===== config.mk =====
export PLATFORM = sky130hd
export DESIGN_NAME = md5_pad
export DESIGN_NICKNAME = d
export VERILOG_FILES = /design/src/rtl/md5_pkg.sv /design/src/rtl/md5_pad.sv
export SDC_FILE = /design/constraint.sdc
export NUM_CORES = 1
export LEC_CHECK = 0
export CELL_PAD_IN_SITES_DETAIL_PLACEMENT = 1
export CELL_PAD_IN_SITES_GLOBAL_PLACEMENT = 2
export CORE_MARGIN = 3
export CORE_UTILIZATION = 30
export CTS_CLUSTER_SIZE = 30
export DETAILED_ROUTE_END_ITERATION = 16
export GPL_TIMING_DRIVEN = 0
export MAX_ROUTING_LAYER = met4
export PLACE_DENSITY_LB_ADDON = 0.1
export SYNTH_ARGS = -nofsm -noshare
export SYNTH_HDL_FRONTEND = slang
export SYNTH_SLANG_ARGS = --single-unit

===== constraint.sdc =====
create_clock -name clk -period 3.5 [get_ports clk]
set_input_delay 0.7 -clock clk [delete_from_list [all_inputs] [get_ports clk]]
set_output_delay 0.7 -clock clk [all_outputs]
set_load 0.1 [all_outputs]

===== src/rtl/md5_pkg.sv =====
// Shared MD5 constants and the padder state encoding.
package md5_pkg;

  localparam int unsigned MD5_BLOCK_W  = 512;
  localparam int unsigned MD5_LEN_W    = 64;
  localparam logic [7:0]  MD5_PAD_BYTE = 8'h80;
  localparam int unsigned MD5_LEN_OFS  = 56;

  typedef enum logic [1:0] {
    PAD_FILL,
    PAD_EMIT,
    PAD_EXTRA,
    PAD_DONE_EMIT
  } pad_state_e;

endpackage


===== src/rtl/md5_pad.sv =====
// MD5 message padder: packs a byte stream into 512-bit chunks, appends 0x80,
// zero fill and the little-endian 64-bit bit length.
module md5_pad (
  input  logic         clk,
  input  logic         reset_n,
  input  logic [7:0]   in_data,
  input  logic         in_valid,
  input  logic         in_last,
  input  logic         in_empty,
  output logic         in_ready,
  output logic [511:0] blk_data,
  output logic         blk_valid,
  output logic         blk_last,
  input  logic         blk_ready
);
  import md5_pkg::*;

  pad_state_e                 state_q, state_d;
  logic [MD5_BLOCK_W-1:0]     chunk_q, chunk_d;
  logic [5:0]                 cnt_q, cnt_d;
  logic [MD5_LEN_W-1:0]       len_q, len_d;
  logic                       xtra_q, xtra_d;
  logic                       xpad_q, xpad_d;
  logic                       run_q;
  logic                       accept;
  logic                       has_byte;
  logic [6:0]                 fill_n;

  assign accept   = (state_q == PAD_FILL) && run_q && in_valid;
  assign has_byte = !in_empty;
  // bytes in the current chunk once this beat is written (0..64)
  assign fill_n   = {1'b0, cnt_q} + {6'd0, has_byte};

  always_ff @(posedge clk or negedge reset_n) begin
    if (!reset_n) begin
      state_q <= PAD_FILL;
      chunk_q <= '0;
      cnt_q   <= '0;
      len_q   <= '0;
      xtra_q  <= 1'b0;
      xpad_q  <= 1'b0;
      run_q   <= 1'b0;
    end else begin
      state_q <= state_d;
      chunk_q <= chunk_d;
      cnt_q   <= cnt_d;
      len_q   <= len_d;
      xtra_q  <= xtra_d;
      xpad_q  <= xpad_d;
      run_q   <= 1'b1;
    end
  end

  always_comb begin
    state_d = state_q;
    chunk_d = chunk_q;
    cnt_d   = cnt_q;
    len_d   = len_q;
    xtra_d  = xtra_q;
    xpad_d  = xpad_q;
    unique case (state_q)
      PAD_FILL: begin
        if (accept) begin
          if (has_byte) begin
            chunk_d[{cnt_q, 3'b000} +: 8] = in_data;
            len_d = len_q + 64'd8;
          end
          if (in_last) begin
            cnt_d = '0;
            if (fill_n == 7'd64) begin
              state_d = PAD_EMIT;
              xtra_d  = 1'b1;
              xpad_d  = 1'b1;
            end else begin
              chunk_d[{fill_n[5:0], 3'b000} +: 8] = MD5_PAD_BYTE;
              if (fill_n < 7'(MD5_LEN_OFS)) begin
                chunk_d[MD5_LEN_OFS*8 +: MD5_LEN_W] = len_d;
                state_d = PAD_DONE_EMIT;
              end else begin
                state_d = PAD_EMIT;
                xtra_d  = 1'b1;
                xpad_d  = 1'b0;
              end
            end
          end else if (has_byte) begin
            if (cnt_q == 6'd63) begin
              cnt_d   = '0;
              state_d = PAD_EMIT;
              xtra_d  = 1'b0;
              xpad_d  = 1'b0;
            end else begin
              cnt_d = cnt_q + 6'd1;
            end
          end
        end
      end
      PAD_EMIT: begin
        if (blk_ready) begin
          // trailing chunk is built on the transfer edge so it is valid next cycle
          chunk_d = '0;
          if (xtra_q) begin
            chunk_d[MD5_LEN_OFS*8 +: MD5_LEN_W] = len_q;
            if (xpad_q) chunk_d[7:0] = MD5_PAD_BYTE;
            state_d = PAD_EXTRA;
            xtra_d  = 1'b0;
            xpad_d  = 1'b0;
          end else begin
            state_d = PAD_FILL;
          end
        end
      end
      PAD_EXTRA, PAD_DONE_EMIT: begin
        if (blk_ready) begin
          chunk_d = '0;
          cnt_d   = '0;
          len_d   = '0;
          state_d = PAD_FILL;
        end
      end
    endcase
  end

  always_comb begin
    in_ready  = 1'b0;
    blk_valid = 1'b0;
    blk_last  = 1'b0;
    unique case (state_q)
      PAD_FILL:  in_ready = run_q;
      PAD_EMIT:  blk_valid = 1'b1;
      PAD_EXTRA, PAD_DONE_EMIT: begin
        blk_valid = 1'b1;
        blk_last  = 1'b1;
      end
    endcase
  end

  assign blk_data = chunk_q;

endmodule

==> run_results.csv <==
group,metric,value,unit
layout,mostFrequentLayoutCells,"582 x dfrtp_1, 521 x clkdlybuf4s50_1, 257 x nand2_1",
worst_hold_path,hp-class,"reg2reg",
layout,regArea,14620,um^2
run_status,status,"finished with violations",
routing,wl,172.8,mm
critical_path,cp_slowest_cell,"dfrtp_1",
critical_path,start_kind,"flip-flop",
floorplanning,start_util,0.3039,
logic_synthesis,synth_flop_cell,"dfrtp_1",
critical_path,worstSetupPathType,"reg2out",
logic_synthesis,synth_warnings,0,
floorplanning,die_y,317.2,um
power,power_density,678.1,nW/um^2
sta,worst_pin_slew,1.550,ns
sta,finalCriticalPeriod,3.616,ns
critical_path,crit_top_cell,"buf_4",
logic_synthesis,synthXorXnorAreaFrac,0.008872,
logic_synthesis,synthSimpleGateAreaFrac,0.1737,
place,port_buffers,526,
clock_network,ctsLongestPathBuffers,3,
logic_synthesis,synthCells,2994,
sta,fin_setup_tns,-0.3407,ns
power,peakVddDrop,420.1,uV
layout,drive_above_1_share,0.1636,
clock_network,htreeDepth,3,
logic_synthesis,synth_compound_area_frac,0.2595,
sta,drv_slew,11,
power,power_leakage,16.47,nW
place,dp_cells,4795,
grt,antenna_found_initial,11,
grt,grt_max_degree,130,
clock_network,cts_buffers,69,
sta,timing.fmax,276.6,MHz
critical_path,reg2reg_from,"cnt_q[0]$_DFFE_PN0P_",
critical_path,r2r_end,"blk_data[489]$_DFFE_PN0P_",
floorplanning,die_x,317.2,um
critical_path,cp_cell_sequence,"clkbuf_1 -> nor2_4 -> buf_6 -> buf_4 -> clkbuf_8 -> and2_1 -> buf_4",
layout,stdcell_count,5021,
place,dp_hpwl,128.8,mm
critical_path,end_kind,"output pin",
critical_path,ff2ff_path_depth,14,
clock_network,cts_tree,"built",
routing,antenna_left,0,
floorplanning,dieArea,100600,um^2
sta,hold_viol,0,
logic_synthesis,synth_area,29050,um^2
critical_path,slowest_delay,0.39,ns
clock_network,clock_latency,0.65,ns
floorplanning,coreArea,95580,um^2
logic_synthesis,syn_area_per_cell,9.703,um^2
logic_synthesis,synth_seq_cells,584,
sta,fin_ws,-0.1156,ns
sta,fin_skew,0.01942,ns
routing,drtIter0Drc,2908,
run_status,violations,"capacitance limit, slew limit, setup timing",
place,routabilityCongestion,0.9848,
critical_path,crit_fanout,10,
grt,grt_use_total,0.3434,
logic_synthesis,synth_edf_count,0,
clock_network,cts-root-buf,"clkbuf_16",
routing,first_pass_iters,5,
clock_network,clock-sinks,584,
layout,synthToLayoutAreaGrowth,42.68,%
logic_synthesis,synth_fa_ha_area_frac,0.005168,
layout,nets,3720,
routing,num_vias,30710,
routing,viasPerCell,6.116,
worst_hold_path,min_from,"blk_data[412]$_DFFE_PN0P_",
logic_synthesis,synth_top_family_by_area,"compound AO/OA/AOI/OAI gates",
layout,fillers,10600,
logic_synthesis,synthArstFlopShare,1.000,
critical_path,worstPathArrival,2.92,ns
sta,setup_viol,16,
clock_network,clkSlewWorstSetupHoldPaths,0.07,ns
layout,multi_input_area,15210,um^2
grt,grt-ovfl-total,0,
grt,first_global_vias,31040,
logic_synthesis,ys_types,95,
floorplanning,num_io_pins,529,
routing,wl_per_cell,34.41,um
critical_path,critPathLaunch,"state_q[0]$_DFFE_PN0P_",
floorplanning,rows,113,
layout,fin_area,41450,um^2
flow_run,maxCapViolations,1,
logic_synthesis,syn-num-nets,3020,
grt,grt_pass1_wl,240.1,mm
sta,slew_headroom,-0.03315,
layout,final_common_cell,"dfrtp_1",
logic_synthesis,synth_mux_area_frac,0.01744,
power,p_total,28.11,mW
sta,rsz0062_at_grt,"yes",
critical_path,crit_required,2.80,ns
place,placed_cell_area,36340,um^2
critical_path,r2r_setup_slack,-0.03,ns
logic_synthesis,synth-seq-area-share,0.5031,
critical_path,cp-endpoint,"in_ready",
sta,fin_crit_sh,1.033,
routing,drc,0,
-- synth_stat cells (7+ instances only) --
master | number | area (um^2)
nor3_1 | 119 | 595.6
xnor2_1 | 15 | 131.4
o21ai_0 | 201 | 1006
o221ai_1 | 7 | 61.31
o22ai_1 | 10 | 62.56
nor3_2 | 19 | 190.2
o21ai_1 | 29 | 145.1
o211ai_1 | 12 | 90.09
xor2_1 | 7 | 61.31
inv_1 | 24 | 90.09
nand3_1 | 126 | 630.6
buf_2 | 24 | 120.1
a311oi_1 | 7 | 61.31
nor2_1 | 283 | 1062
and3_1 | 39 | 244.0
a31oi_1 | 28 | 175.2
dfrtp_1 | 584 | 14610
nand2b_1 | 15 | 93.84
o41ai_1 | 7 | 61.31
nand4_1 | 27 | 168.9
nand2_1 | 269 | 1010
and2_1 | 18 | 112.6
nor4_1 | 25 | 156.4
nand4b_1 | 8 | 70.07
or3_1 | 34 | 212.7
and4_1 | 12 | 105.1
a31o_2 | 9 | 78.83
o2bb2ai_1 | 85 | 744.5
a32o_1 | 19 | 190.2
ha_1 | 12 | 150.1
a22oi_1 | 9 | 67.56
buf_1 | 18 | 67.56
a21o_1 | 10 | 75.07
mux2i_1 | 45 | 450.4
a21oi_1 | 230 | 1151
a221o_1 | 45 | 450.4
o31ai_2 | 15 | 187.7
o31ai_1 | 48 | 360.4
a211oi_2 | 13 | 162.7
a22o_1 | 185 | 1620
clkbuf_1 | 156 | 585.6
o21a_1 | 17 | 127.6
-- per-layer routing --
metal,global-route usage,routed length (um)
met5,-,0
met4,0.1332,7629
met3,0.07234,15600
met2,0.5167,77520
met1,0.4535,72020
-- state kept, by name, summed over array words and instances, names as in the netlist --
signal	cells
run_q	1
xpad_q	1
len_q	61
state_q	2
xtra_q	1
blk_data	512
cnt_q	6
-- worst min-delay path by stage --
stage	endpoint	slack, ns	depth (start not counted)
after floorplan	blk_data[0]$_DFFE_PN0P_	0.40	0
after global placement	blk_data[242]$_DFFE_PN0P_	0.47	1
after detailed placement	blk_data[242]$_DFFE_PN0P_	0.47	1
after CTS	blk_data[242]$_DFFE_PN0P_	0.48	1
after global routing	blk_data[270]$_DFFE_PN0P_	0.50	1
final	blk_data[412]$_DFFE_PN0P_	0.49	1
-- repair_timing --
item	CTS	global route
cloned	2	0
buffers inserted	63	32
resized for setup	321	149
hold buffers	1	0
setup endpoints to repair	576	428
hold endpoints to repair	15	0
pin swaps	42	34
-- cell type report --
class,count,share of cell area
diodes,8,0.0004830
plain buffers,200,0.02566
clock buffers,99,0.04945
clock inverters,26,0.008452
inverters,26,0.002717
multi-input cells,2179,0.3670
flip-flops and latches,584,0.3526
well taps,1265,0.03819
repair buffers,634,0.1554
-- metrics by stage --
step | setup slack (ns) | hold WS, ns | utilization
floorplan | -0.2166 | 0.4044 | -
global placement | -25.36 | 0.4681 | 0.3778
detailed placement | -2.662 | 0.4696 | 0.3802
CTS | -0.2842 | 0.4835 | 0.4250
global route | -0.1167 | 0.4991 | 0.4336
finish | -0.1156 | 0.4881 | 0.4337
-- cell families after synthesis --
group	Yosys count
buffers and inverters	231
AOI/OAI and AO/OA	1054
other	1
adders and majority gates	12
and+or+nand+nor	1036
DFF	584
muxes	50
xor gates and xnor gates	26
-- worst max-delay path, delay by kind of cell (launching register included) --
kind | cells | cell delay [ns]
simple gates | 2 | 0.42
flops | 1 | 0.39
buf+inv | 5 | 1.43
-- power breakdown --
group / switching, mW / leakage [nW] / internal, mW
Combinational: 10.1 / 7.17 / 3.02
Clock: 3.23 / 1.18 / 4.56
Sequential: 0.254 / 8.12 / 6.95
Power figures use the tool's default switching activity.
